[src/rtl/lsu_pkg.sv]
// Shared encodings for the load/store unit: funct3 codes, FSM states and
// small helpers for legality, alignment and offset normalisation.
package lsu_pkg;

    localparam logic [2:0] F3_B  = 3'd0;
    localparam logic [2:0] F3_H  = 3'd1;
    localparam logic [2:0] F3_W  = 3'd2;
    localparam logic [2:0] F3_BU = 3'd4;
    localparam logic [2:0] F3_HU = 3'd5;

    typedef enum logic [1:0] {
        IDLE    = 2'd0,
        LD_WAIT = 2'd1,
        RMW_WR  = 2'd2,
        ERR     = 2'd3
    } lsu_state_t;

    function automatic logic misaligned(input logic [2:0] f3, input logic [1:0] off);
        case (f3)
            F3_H, F3_HU: return off[0];
            F3_W:        return off != 2'b00;
            default:     return 1'b0;
        endcase
    endfunction

    function automatic logic legal_load(input logic [2:0] f3);
        return f3 inside {F3_B, F3_H, F3_W, F3_BU, F3_HU};
    endfunction

    function automatic logic legal_store(input logic [2:0] f3);
        return f3 inside {F3_B, F3_H, F3_W};
    endfunction

    // Drops the low address bits a halfword/word access cannot use, so an
    // unchecked misaligned access behaves as the aligned one below it.
    function automatic logic [1:0] force_align(input logic [2:0] f3, input logic [1:0] off);
        case (f3)
            F3_W:        return 2'b00;
            F3_H, F3_HU: return {off[1], 1'b0};
            default:     return off;
        endcase
    endfunction

endpackage

[src/rtl/lsu_align.sv]
// Combinational lane logic: load byte/halfword extraction with extension,
// and store merge of a byte/halfword into an existing little-endian word.
module lsu_align
    import lsu_pkg::*;
(
    input  logic [31:0] ld_word,
    input  logic [1:0]  ld_off,
    input  logic [2:0]  ld_f3,
    output logic [31:0] ld_data,
    input  logic [31:0] st_old,
    input  logic [15:0] st_wdata,
    input  logic [1:0]  st_off,
    input  logic [2:0]  st_f3,
    output logic [31:0] st_word
);

    logic [31:0] shifted;
    logic [7:0]  ld_byte;
    logic [15:0] ld_half;

    always_comb begin
        shifted = ld_word >> {ld_off, 3'b000};
        ld_byte = shifted[7:0];
        ld_half = shifted[15:0];
        case (ld_f3)
            F3_B:    ld_data = {{24{ld_byte[7]}}, ld_byte};
            F3_BU:   ld_data = {24'h0, ld_byte};
            F3_H:    ld_data = {{16{ld_half[15]}}, ld_half};
            F3_HU:   ld_data = {16'h0, ld_half};
            default: ld_data = ld_word;
        endcase
    end

    always_comb begin
        st_word = st_old;
        case (st_f3)
            F3_B:    st_word[{st_off, 3'b000} +: 8]         = st_wdata[7:0];
            F3_H:    st_word[{st_off[1], 4'b0000} +: 16]    = st_wdata;
            default: st_word = st_old;
        endcase
    end

endmodule

[src/rtl/lsu.sv]
// MEM-stage load/store unit in front of a word-only data memory with a
// 1-cycle registered read; sub-word stores are done as read-modify-write.
module lsu
    import lsu_pkg::*;
#(
    parameter bit CHECK_ALIGN = 1'b1
) (
    input  logic        clk,
    input  logic        rst,
    input  logic        req_valid,
    output logic        req_ready,
    input  logic        is_load,
    input  logic        is_store,
    input  logic [2:0]  funct3,
    input  logic [31:0] addr,
    input  logic [31:0] wdata,
    output logic        rsp_valid,
    output logic [31:0] rsp_rdata,
    output logic        misalign_err,
    output logic        mem_we,
    output logic        mem_re,
    output logic [31:0] mem_a,
    output logic [31:0] mem_wd,
    input  logic [31:0] mem_rd,
    output lsu_state_t  state_dbg
);

    lsu_state_t  state, state_nxt;
    logic [29:0] lat_wa;
    logic [1:0]  lat_off;
    logic [2:0]  lat_f3;
    logic [15:0] lat_wdata;
    logic        accept;
    logic        bad_req;
    logic [31:0] ld_data;
    logic [31:0] st_word;

    // Handshake: a request transfers on a cycle where req_valid && req_ready;
    // req_ready is high only in IDLE outside reset, and the requester holds
    // its fields stable until that cycle. rsp_valid/misalign_err are pulses
    // with no back-pressure.
    assign accept    = req_valid && req_ready;
    assign state_dbg = state;

    assign bad_req = (is_load && is_store)
                  || (is_load  && !legal_load(funct3))
                  || (is_store && !legal_store(funct3))
                  || (CHECK_ALIGN && (is_load || is_store) && misaligned(funct3, addr[1:0]));

    lsu_align u_align (
        .ld_word  (mem_rd),
        .ld_off   (lat_off),
        .ld_f3    (lat_f3),
        .ld_data  (ld_data),
        .st_old   (mem_rd),
        .st_wdata (lat_wdata),
        .st_off   (lat_off),
        .st_f3    (lat_f3),
        .st_word  (st_word)
    );

    always_ff @(posedge clk or negedge rst) begin
        if (!rst) begin
            state     <= IDLE;
            lat_wa    <= '0;
            lat_off   <= '0;
            lat_f3    <= '0;
            lat_wdata <= '0;
        end else begin
            state <= state_nxt;
            if (accept) begin
                lat_wa    <= addr[31:2];
                lat_off   <= force_align(funct3, addr[1:0]);
                lat_f3    <= funct3;
                lat_wdata <= wdata[15:0];
            end
        end
    end

    // Outputs are gated by rst so an in-flight write or response dies the
    // moment reset asserts rather than at the next edge.
    always_comb begin
        state_nxt    = state;
        req_ready    = 1'b0;
        mem_we       = 1'b0;
        mem_re       = 1'b0;
        mem_a        = '0;
        mem_wd       = '0;
        rsp_valid    = 1'b0;
        rsp_rdata    = '0;
        misalign_err = 1'b0;
        if (rst) begin
            case (state)
                IDLE: begin
                    req_ready = 1'b1;
                    mem_a     = {addr[31:2], 2'b00};
                    if (req_valid && (is_load || is_store)) begin
                        if (bad_req) begin
                            state_nxt = ERR;
                        end else if (is_load) begin
                            mem_re    = 1'b1;
                            state_nxt = LD_WAIT;
                        end else if (funct3 == F3_W) begin
                            mem_we = 1'b1;
                            mem_wd = wdata;
                        end else begin
                            mem_re    = 1'b1;
                            state_nxt = RMW_WR;
                        end
                    end
                end
                LD_WAIT: begin
                    mem_a     = {lat_wa, 2'b00};
                    rsp_valid = 1'b1;
                    rsp_rdata = ld_data;
                    state_nxt = IDLE;
                end
                RMW_WR: begin
                    mem_a     = {lat_wa, 2'b00};
                    mem_we    = 1'b1;
                    mem_wd    = st_word;
                    state_nxt = IDLE;
                end
                ERR: begin
                    misalign_err = 1'b1;
                    state_nxt    = IDLE;
                end
                default: state_nxt = IDLE;
            endcase
        end
    end

endmodule

[config.mk]
export PLATFORM = sky130hd
export DESIGN_NAME = lsu
export DESIGN_NICKNAME = d
export VERILOG_FILES = /design/src/rtl/lsu_pkg.sv /design/src/rtl/lsu_align.sv /design/src/rtl/lsu.sv
export SDC_FILE = /design/constraint.sdc
export NUM_CORES = 1
export LEC_CHECK = 0
export CORE_ASPECT_RATIO = 0.9
export CORE_MARGIN = 8
export CORE_UTILIZATION = 41
export CTS_CLUSTER_DIAMETER = 60
export CTS_CLUSTER_SIZE = 40
export DETAILED_ROUTE_END_ITERATION = 16
export GPL_TIMING_DRIVEN = 0
export PLACE_DENSITY_LB_ADDON = 0.12
export SLEW_MARGIN = 20
export SYNTH_ARGS = -nofsm -noshare
export SYNTH_HDL_FRONTEND = slang
export SYNTH_HIERARCHICAL = 1
export SYNTH_SLANG_ARGS = --single-unit
[constraint.sdc]
create_clock -name clk -period 3.4 [get_ports clk]
set_input_delay 0.68 -clock clk [delete_from_list [all_inputs] [get_ports clk]]
set_output_delay 0.68 -clock clk [all_outputs]
set_load 0.02 [all_outputs]
# ---- After elaboration in Yosys (flattened, before gate mapping)
# Index checks and enable logic that the tools add are counted.
dict set report word_totals {
  register_bits 53
  output_inout_bits 103
  memories 0
  latch_bits 0
  ram_bits 0
  mem_bits_ro 0
  word_cells 85
  in_bits 104
}
dict set report classes {
  shifts 5
  mux 39
  n_eq_ne 12
  div_mod_pow 0
  order_cmp 0
  n_bitwise 0
  addsub 2
  reduce_logical 22
  n_mul 0
}
# cell count
set op_table {}
lappend op_table {{32-bit two-way mux} 8}
lappend op_table {{32-bit case mux with 2 select lines} 3}
lappend op_table {{32-bit case mux with 4 select lines} 1}
lappend op_table {{32-bit bitwise mux} 2}
lappend op_table {{16-bit by 7-bit variable shift with 32-bit output, first input constant} 1}
lappend op_table {{8-bit by 7-bit variable shift with 32-bit output, first input constant} 1}
lappend op_table {{16-bit by 7-bit indexed part select with 32-bit output} 1}
lappend op_table {{8-bit by 7-bit indexed part select with 32-bit output} 1}
lappend op_table {{32-bit by 5-bit >> shifter with 16-bit output} 1}
lappend op_table {{1-bit two-way mux} 17}
lappend op_table {{5-bit negator with 7-bit output} 2}
lappend op_table {{3-bit == test, second input constant} 4}
lappend op_table {{2-bit two-way mux} 4}
lappend op_table {{2-bit case mux with 2 select lines} 2}
lappend op_table {{3-bit by 1-bit == test with 1-bit output, second input constant} 2}
lappend op_table {{1-bit logical AND} 6}
lappend op_table {{3-bit zero test} 2}
lappend op_table {{5-bit nonzero test} 1}
lappend op_table {{2-bit == test, second input constant} 2}
lappend op_table {{1-bit logical OR} 4}
lappend op_table {{4-bit inequality test, second input constant} 1}
lappend op_table {{1-bit case mux with 2 select lines} 2}
lappend op_table {{2-bit OR reduction} 2}
lappend op_table {{3-bit by 2-bit == test with 1-bit output, second input constant} 1}
lappend op_table {{other kinds (8)} 9}

# ---- Longest topological paths before layout
# Gate-level depths: netlist (run 1).
dict set report logic_depth {
  depth_word 11
  mapped_depth 9
}

# ---- Modules after synthesis
# Netlist (run 1), hierarchy kept.
# module seq_area_each_um2 area_per_inst_um2 instances cells_per_inst
set by_module_without_submodules {}
lappend by_module_without_submodules {lsu 1326.3 3271.9 1 312}
lappend by_module_without_submodules {lsu_align 0.0 1667.8 1 245}

# ---- Least setup slack after synthesis (run 1)
# OpenSTA, ideal clock, no wires.
dict set report synth_timing {
  path_kind {register to output}
  start {register lat_off[1]}
  end {output mem_wd[14]}
  stages_incl_launch_ff 10
  path_slack_ns 0.183
  arrival_ns 2.537
  path_buffers 3
  cell_sequence {dfrtp_1 clkbuf_1 inv_1 buf_1 ha_1 or3b_2 clkbuf_1 a221oi_1 a211oi_1 a22o_1}
}
dict set report synth_between {
  elab_chain_cells 6
  elab_cells_between_ends 11
}
# element line
set synth_rtl {}
lappend synth_rtl {{start: declaration} lsu.sv:30} ;# logic [1:0] lat_off;
lappend synth_rtl {{start signal: assignment} lsu.sv:73} ;# lat_off <= force_align(funct3, addr[1:0]);
lappend synth_rtl {{5-bit negator with 7-bit output, on equally long branches} {lsu_align.sv:38, lsu_align.sv:37}}
lappend synth_rtl {{16-bit by 7-bit indexed part select with 32-bit output, or another cell as far along} lsu_align.sv:38} ;# F3_H: st_word[{st_off[1], 4'b0000} +: 16] = st_wdata;
lappend synth_rtl {{32-bit bitwise mux, on equally long branches} {lsu_align.sv:38, lsu_align.sv:37}}
lappend synth_rtl {{32-bit case mux with 2 select lines (*)} lsu_align.sv:36} ;# case (st_f3)
lappend synth_rtl {{named net st_word[14]} lsu.sv:36} ;# logic [31:0] st_word;
lappend synth_rtl {{32-bit case mux with 2 select lines (*)} lsu.sv:93} ;# case (state)
lappend synth_rtl {{32-bit two-way mux (*)} lsu.sv:92} ;# if (rst) begin
lappend synth_rtl {{end: declaration} lsu.sv:23} ;# output logic [31:0] mem_wd,
# The timed path passes the listed nets; every way through them passes the cells marked *.

# ---- Final worst setup path (run 1)
dict set report layout_timing {
  start {input mem_rd[10]}
  end {output rsp_rdata[2]}
}
dict set report layout_between {
  elab_chain_cells 4
}
# element line
set layout_rtl {}
lappend layout_rtl {{start: declaration} lsu.sv:24} ;# input logic [31:0] mem_rd,
lappend layout_rtl {{32-bit by 5-bit >> shifter with 16-bit output} lsu_align.sv:22} ;# shifted = ld_word >> {ld_off, 3'b000};
lappend layout_rtl {{32-bit case mux with 4 select lines} lsu_align.sv:25} ;# case (ld_f3)
lappend layout_rtl {{named net ld_data[2]} lsu.sv:35} ;# logic [31:0] ld_data;
lappend layout_rtl {{32-bit two-way mux} lsu.sv:93}
lappend layout_rtl {{32-bit two-way mux} lsu.sv:92}
lappend layout_rtl {{end: declaration} lsu.sv:18} ;# output logic [31:0] rsp_rdata,
# The timed path passes the listed nets, and every way through them passes these cells.

==> results of run 1 <==
==> worst max path at each step <==
stage	start	to	slack (ns)	cells after the start
floorplan	lat_off[1]$_DFFE_PN0P_	mem_wd[14]	0.18	9
global placement	rst	mem_re	-2.64	5
detailed placement	lat_off[1]$_DFFE_PN0P_	mem_wd[9]	-1.02	10
CTS	lat_off[1]$_DFFE_PN0P_	mem_wd[9]	-0.02	9
global route	mem_rd[26]	rsp_rdata[2]	0.003	6
finish	mem_rd[10]	rsp_rdata[2]	-0.003	6
==> registers in the layout, summed over array words and instances, names as in the netlist <==
register	count
lat_wa	30
lat_wdata	16
lat_f3	3
lat_off	2
state_dbg	2
==> layout by cell type (no fill, tap or decap), drive strengths merged, types with 12 or more instances in the layout <==
cell type	synthesis	layout
a211oi	16	16
a221oi	19	19
a22o	52	52
a22oi	36	36
and3	32	32
buf	20	25
clkbuf	40	68
clkdlybuf4s50	0	131
dfrtp	53	53
dlygate4sd2	0	24
dlymetal6s2s	0	12
mux2	56	56
nand2	32	32
nor2	50	50
o21ai	31	31
==> cell type report <==
cell class	count	area [um^2]
sequential	53	1330
inverter	9	38.8
clock buffer	5	125
multi-input combinational	436	3410
tap	160	200
fill	1073	4440
timing repair buffer	207	1980
clock inverter	3	43.8
buffer	58	328
==> kinds of logic (layout without fill, tap and decap cells) <==
group	count (synthesis)	in the layout	share of synthesized area, %
AOI/OAI and AO/OA	202	202	32.1
adders and majority gates	10	10	2.53
buffers and inverters	69	282	6.76
DFF	53	53	26.8
muxes	60	60	13.9
other	1	2	0.0759
and+or+nand+nor	162	162	17.8
==> through the flow <==
stage               setup TNS, ns  instance area (um^2)  cells  worst slack (ns)
global placement          -290.19                  7150    918             -2.64
detailed placement         -32.65                  7170    919             -1.02
floorplan                       0                  4940    558             0.183
finish                   -0.00253                  7450    931          -0.00253
CTS                       -0.0226                  7450    929           -0.0226
global route                    0                  7450    931           0.00326
==> where the power goes <==
part / switching (mW) / internal, mW / leakage [nW]
logic: 2.22 / 1.82 / 2.64
registers: 0.367 / 0.953 / 0.630
clock network: 0.231 / 0.349 / 0.0842
==> what timing repair did <==
item / CTS / global route
gates resized for setup: 119 / 66
hold buffers: 0 / 0
pin swaps: 8 / 4
buffers inserted: 4 / 2
setup endpoints to repair: 65 / 53
==> Yosys cell counts (all sizes together) (16+ instances only) <==
cell type,instances
mux2,56
dfrtp,53
a22o,52
nor2,50
clkbuf,40
a22oi,36
and3,32
nand2,32
o21ai,31
buf,20
a221oi,19
a211oi,16
==> worst max-delay path, delay by kind of cell <==
| family | cells | cell delay (ns) |
|---|---|---|
| AO/OA/AOI/OAI | 2 | 0.39 |
| buffers and inverters | 2 | 1.10 |
| multiplexers | 1 | 0.35 |
| AND/OR/NAND/NOR | 1 | 0.21 |
==> metal layers <==
layer / share of wire, % / routed length (um) / track usage (%)
met4: 2.6 / 543 / 9.39
met1: 43 / 8910 / 31.2
met5: 0 / 0 / 0
met3: 8.2 / 1720 / 6.81
met2: 46 / 9660 / 41.6
==> results.txt, run 1 <==
----------------------------------------------------
[Run status]
  Outcome ... finished, violations left
  Violated checks ... negative setup slack

[STA]
  Highest clock rate ... 294 MHz
  RSZ-0062 raised after global routing ... no
  Crit path setup slack, layout ... -0.00253 ns
  Final hold violation count ... 0
  Final critical-path share of the clock period ... 100%
  Worst slew margin ... 48.7%
  Final number of setup-violating endpoints ... 1
  Skew final ... 0.00311 ns
  Hold Worst Slack ... 0.176 ns
  Actual slew at the worst max-slew pin ... 0.769 ns
  Final Critical Period ... 3.40 ns
  Slew Viols, Final ... 0

[Placed design]
  Total half-perimeter wirelength after legalization and detailed placement ... 16.2 mm
  Final weighted congestion in routability-driven placement ... 0.910
  Number of I/O port buffers ... 200

[Synth]
  Proportion of synthesized chip area in sequential cells ... 26.8%
  Number of standard cells after synthesis ... 557
  Share of the synthesized area in the top cell type ... 26.8%
  Synth Register Bits ... 53
  Synthesized cell area ... 0.00494 mm^2
  Top FF cell, synth ... sky130_fd_sc_hd__dfrtp_1
  Ranking of synthesized cells by area ... sky130_fd_sc_hd__dfrtp_1 (27%), sky130_fd_sc_hd__mux2_2 (13%), sky130_fd_sc_hd__a22o_1 (9.2%), sky130_fd_sc_hd__a22oi_1 (5.5%), sky130_fd_sc_hd__and3_1 (4.1%)
  Count of flip-flops with a built-in enable after synthesis ... 0
  Synthesis warning total ... 6
  Syn_area_per_cell ... 8.87 um^2
  Count of different cell masters after synthesis ... 59
  Library cell with the largest summed area after synthesis ... sky130_fd_sc_hd__dfrtp_1
  Async SR Flop Fraction ... 100%

[Floorplanning]
  Total Die Area ... 0.0158 mm^2
  X dimension of the die ... 132 um
  Die Height ... 120 um
  IO Pins ... 207
  FP Rows ... 38
  Initial Utilization ... 41.6%
  Core area ... 0.0119 mm^2

[Global routing]
  Overall global routing resource usage ... 25.3%
  Initial antenna violation count ... 0
  Global route total overflow ... 0
  First-pass GRT wire length ... 32.4 mm
  Maximum number of pins on one net before global-route repair ... 59
  Via count of the first global-routing pass ... 5,728

[Power]
  Power density cells ... 797 mW/mm^2
  Total power after layout ... 5.94 mW
  Standby leakage power ... 3.36 nW
  Highest ir drop seen on vdd ... 537 uV

[Worst setup path]
  Critical-path cell list ... clkdlybuf4s50_1, mux2_2, a22oi_1, o21ai_0, and3_1, clkdlybuf4s50_1
  Classification of the worst setup path ... in -> out
  CP startpoint kind ... primary input
  Most used cell along the critical path ... sky130_fd_sc_hd__clkdlybuf4s50_1
  R2r setup slk ... 1.19 ns
  Startpoint of the worst-slack reg-to-reg timing path ... state_dbg[0]$_DFFE_PN0P_
  CP Capture Type ... output pin
  Highest net fanout along the worst path ... 5
  Slowest CP cell ... sky130_fd_sc_hd__clkdlybuf4s50_1
  Capture point of the worst reg-to-reg path ... lat_wa[4]$_DFFE_PN0P_
  Data required time at the worst endpoint ... 2.72 ns
  Worst Reg-to-Reg Cells ... 6
  Worst stage delay on the critical path ... 0.56 ns
  Worst EP arrival ... 2.72 ns

[Layout]
  Relative area change from synthesis to final layout ... 50.8%
  Number of antenna cells inserted ... 0
  Share of layout cells above drive strength 1 ... 21.9%
  Final Core Density ... 62.7%
  Final #Nets ... 884

[Drt]
  Avg Vias per Cell ... 6.06
  Wirelength per Cell ... 22.4 um
  First-pass DRT Iterations ... 5
  Post-detailed-route DRC marker count ... 0
  Number of antenna-violating nets in the routed design ... 0
  Vias after detailed routing ... 5,640
  Number of violations reported at the end of detailed-routing iteration 0 ... 541
  Routed wire length ... 20.8 mm

[Job]
  Max Cap Viol ... 0

[Clock tree]
  Number of H-tree levels ... 2
  Clock transition at path regs ... 0.07 ns
  TritonCTS Buffers ... 5
  Clock Root Buffer ... sky130_fd_sc_hd__clkbuf_16
  CTS tree ... built
  Count of clock tree sinks ... 53
  Clock Tree Buf Depth ... 2
  Clock insertion delay at the later pin of the skew report ... 0.29 ns

[Hold path]
  Path type of the worst min-delay path ... in -> async

----------------------------------------------------
No activity file was read; power rests on OpenSTA's default activity.
==> run 2, diff against run 1 <==
Settings changed: CAP_MARGIN set to 5.
Clock period 3.4 ns to 3.5 ns, I/O delays scaled along.
==> results.txt, run 2 (synthesized netlist as in run 1, its figures left out) <==
----------------------------------------------------
[Run status]
  Outcome ... finished, final reports clean (was finished, violations left)

[STA]
  Actual slew at the worst max-slew pin ... 0.810 ns (was 0.769 ns)
  Final hold violation count ... 0 (unchanged)
  RSZ-0062 raised after global routing ... yes (was no)
  Slew Viols, Final ... 0 (unchanged)
  Worst slew margin ... 46.0% (was 48.7%)
  Final Critical Period ... 3.44 ns
  Highest clock rate ... 291 MHz
  Final critical-path share of the clock period ... 98.3%
  Final number of setup-violating endpoints ... 0 (was 1)
  Skew final ... 0.00610 ns (was 0.00311 ns)
  Hold Worst Slack ... 0.192 ns (was 0.176 ns)
  Setup tns final ... 0 ns (was -0.00253 ns)
  Crit path setup slack, layout ... 0.0600 ns (was -0.00253 ns)

[Global routing]
  Global route total overflow ... 0 (unchanged)
  Initial antenna violation count ... 0 (unchanged)
  Overall global routing resource usage ... 25.2% (was 25.3%)
  Via count of the first global-routing pass ... 5,710 (was 5,728)
  First-pass GRT wire length ... 32.3 mm (was 32.4 mm)
  Maximum number of pins on one net before global-route repair ... 59 (unchanged)

[Floorplanning]
  FP Rows ... 38 (unchanged)
  Die Height ... 120 um (unchanged)
  Core area ... 0.0119 mm^2 (unchanged)
  Initial Utilization ... 41.6% (unchanged)
  Total Die Area ... 0.0158 mm^2 (unchanged)
  X dimension of the die ... 132 um (unchanged)
  IO Pins ... 207 (unchanged)

[Power]
  Power density cells ... 776 mW/mm^2 (was 797 mW/mm^2)
  Cell internal pwr ... 3.01 mW (was 3.12 mW)
  Standby leakage power ... 3.21 nW (was 3.36 nW)
  Clk network pwr share ... 9.9% (was 9.8%)
  Reg power frac ... 22.3% (was 22.2%)
  Highest ir drop seen on vdd ... 508 uV (was 537 uV)
  Sw Share ... 47.5% (was 47.4%)
  Total power after layout ... 5.73 mW (was 5.94 mW)
  Switching power summed over all nets ... 2.73 mW (was 2.82 mW)
  Logic gate share of total power ... 67.8% (was 68.0%)

[Layout]
  Filler cell count in the final layout ... 1,067 (was 1,073)
  Max FFs per register ... 30 (unchanged)
  Final #Nets ... 885 (was 884)
  Most frequent cells in the layout ... sky130_fd_sc_hd__clkdlybuf4s50_1 (137), sky130_fd_sc_hd__mux2_2 (55), sky130_fd_sc_hd__a22o_1 (52), sky130_fd_sc_hd__dfrtp_1 (51), sky130_fd_sc_hd__nor2_1 (50) (was sky130_fd_sc_hd__clkdlybuf4s50_1 (131), sky130_fd_sc_hd__mux2_2 (55), sky130_fd_sc_hd__a22o_1 (52), sky130_fd_sc_hd__dfrtp_1 (51), sky130_fd_sc_hd__nor2_1 (50))
  Design area ... 0.00739 mm^2 (was 0.00745 mm^2)
  Number of antenna cells inserted ... 0 (unchanged)
  Share of layout cells above drive strength 1 ... 18.1% (was 21.9%)
  Most common cell after layout, fill and taps aside ... sky130_fd_sc_hd__clkdlybuf4s50_1 (unchanged)
  Register ranked first by flip-flop count ... lat_wa (unchanged)
  Relative area change from synthesis to final layout ... 49.7% (was 50.8%)
  Cell Count, Final, Fillers Out ... 932 (was 931)
  Final Core Density ... 62.2% (was 62.7%)
  Largest registers ... lat_wa x30, lat_wdata x16, lat_f3 x3 (unchanged)

[Worst setup path]
  Slowest CP cell ... sky130_fd_sc_hd__or3b_4 (was sky130_fd_sc_hd__clkdlybuf4s50_1)
  Highest net fanout along the worst path ... 12 (was 5)
  CP startpoint kind ... flip-flop (was primary input)
  Crit-path leading delay family ... buffers and inverters (unchanged)
  Worst stage delay on the critical path ... 0.47 ns (was 0.56 ns)
  Critical-path cell list ... buf_4, inv_6, buf_8, ha_2, or3b_4, a221oi_1, a211oi_1, a22o_1, clkdlybuf4s15_2 (was clkdlybuf4s50_1, mux2_2, a22oi_1, o21ai_0, and3_1, clkdlybuf4s50_1)
  Worst path buffer plus inverter count ... 4 (was 2)
  Worst EP arrival ... 2.74 ns (was 2.72 ns)
  Classification of the worst setup path ... reg -> out (was in -> out)
  Data required time at the worst endpoint ... 2.80 ns (was 2.72 ns)
  CP Capture Type ... output pin (unchanged)

[Clock tree]
  Clock Tree Buf Depth ... 2 (unchanged)
  TritonCTS Buffers ... 5 (unchanged)
  Number of H-tree levels ... 2 (unchanged)
  Clock insertion delay at the later pin of the skew report ... 0.29 ns (about the same)
  Clock transition at path regs ... 0.07 ns (about the same)
  Number of buffers inserted by hold repair at cts ... 0 (unchanged)
  Count of clock tree sinks ... 53 (unchanged)
  Clock Root Buffer ... sky130_fd_sc_hd__clkbuf_16 (unchanged)
  CTS tree ... built (unchanged)

[Drt]
  Routed wire length ... 20.8 mm (about the same)
  Avg Vias per Cell ... 6.10 (was 6.06)
  Met3 Wirelength ... 2.02 mm (was 1.72 mm)
  Vias after detailed routing ... 5,688 (was 5,640)
  Post-detailed-route DRC marker count ... 0 (unchanged)
  Topmost layer with routed signal wires ... met4 (unchanged)
  First-pass DRT Iterations ... 5 (unchanged)
  Wirelength per Cell ... 22.4 um (about the same)
  Routed metal-1 wire length ... 8.70 mm (was 8.91 mm)
  DR WL met2 ... 9.66 mm (about the same)
  Number of violations reported at the end of detailed-routing iteration 0 ... 561 (was 541)
  Number of antenna-violating nets in the routed design ... 0 (unchanged)

[Job]
  Max Cap Viol ... 0 (unchanged)

[Placed design]
  Number of instances in the placed design ... 919 (unchanged)
  Final weighted congestion in routability-driven placement ... 0.910 (unchanged)
  Total half-perimeter wirelength after legalization and detailed placement ... 16.2 mm (unchanged)
  Number of I/O port buffers ... 200 (unchanged)
  Total placed instance area ... 0.00717 mm^2 (unchanged)
  DP Worst Slack ... -0.940 ns (was -1.02 ns)

[Hold path]
  Path type of the worst min-delay path ... in -> async (unchanged)

----------------------------------------------------
run 2: cell types whose count changed in the layout (fill, tap and decap cells not counted), sizes merged:
cell / delta
clkdlybuf4s50: +6
clkbuf: -15
buf: +5
dlymetal6s2s: -11
clkdlybuf4s15: +9
dlygate4sd2: +7
run 2: power by group through the flow:
stage / registers (mW) / clock network, mW / logic [mW]
global route: 1.31 / 0.606 / 4.18
detailed placement: 1.27 / 0 / 3.74
CTS: 1.26 / 0.581 / 3.81
global placement: 1.25 / 0 / 3.69
floorplan: 1.13 / 0 / 2.47
finish: 1.28 / 0.568 / 3.89
run 2: timing repair:
action	in CTS	in global routing
gates resized for setup	83	56
endpoints found under the setup margin	58	44
pin swaps	5	8
buffers inserted	7	0
run 2: path summary, 6_finish.rpt:
path	slack, ns	cells after the start	from	to
worst max-delay path	0.06	9	lat_off[1]$_DFFE_PN0P_	mem_wd[8]
max in group asynchronous	2.80	2	rst	lat_off[0]$_DFFE_PN0P_
worst min register to register	0.51	1	lat_wa[2]$_DFFE_PN0P_	lat_wa[2]$_DFFE_PN0P_
worst max register to register	1.15	6	state_dbg[0]$_DFFE_PN0P_	lat_wa[4]$_DFFE_PN0P_
min in group clk	0.51	1	lat_wa[2]$_DFFE_PN0P_	lat_wa[2]$_DFFE_PN0P_
worst min-delay path	0.19	1	rst	lat_wdata[14]$_DFFE_PN0P_
run 2: layout make-up:
cell class	instances	area, um^2	area share, %
Buffer	58	312	4.21
Clock buffer	5	125	1.69
Clock inverter	3	43.8	0.592
Inverter	9	38.8	0.525
Multi-Input combinational cell	436	3360	45.4
Sequential cell	53	1330	18.0
Tap cell	160	200	2.71
Timing Repair Buffer	208	1990	26.9
run 2: per-layer routing:
| layer | track usage [%] | up-vias |
|---|---|---|
| met4 | 8.10 | 0 |
| met2 | 42.1 | 320 |
| li1 | - | 2595 |
| met5 | 0 | - |
| met1 | 30.6 | 2733 |
| met3 | 7.73 | 40 |
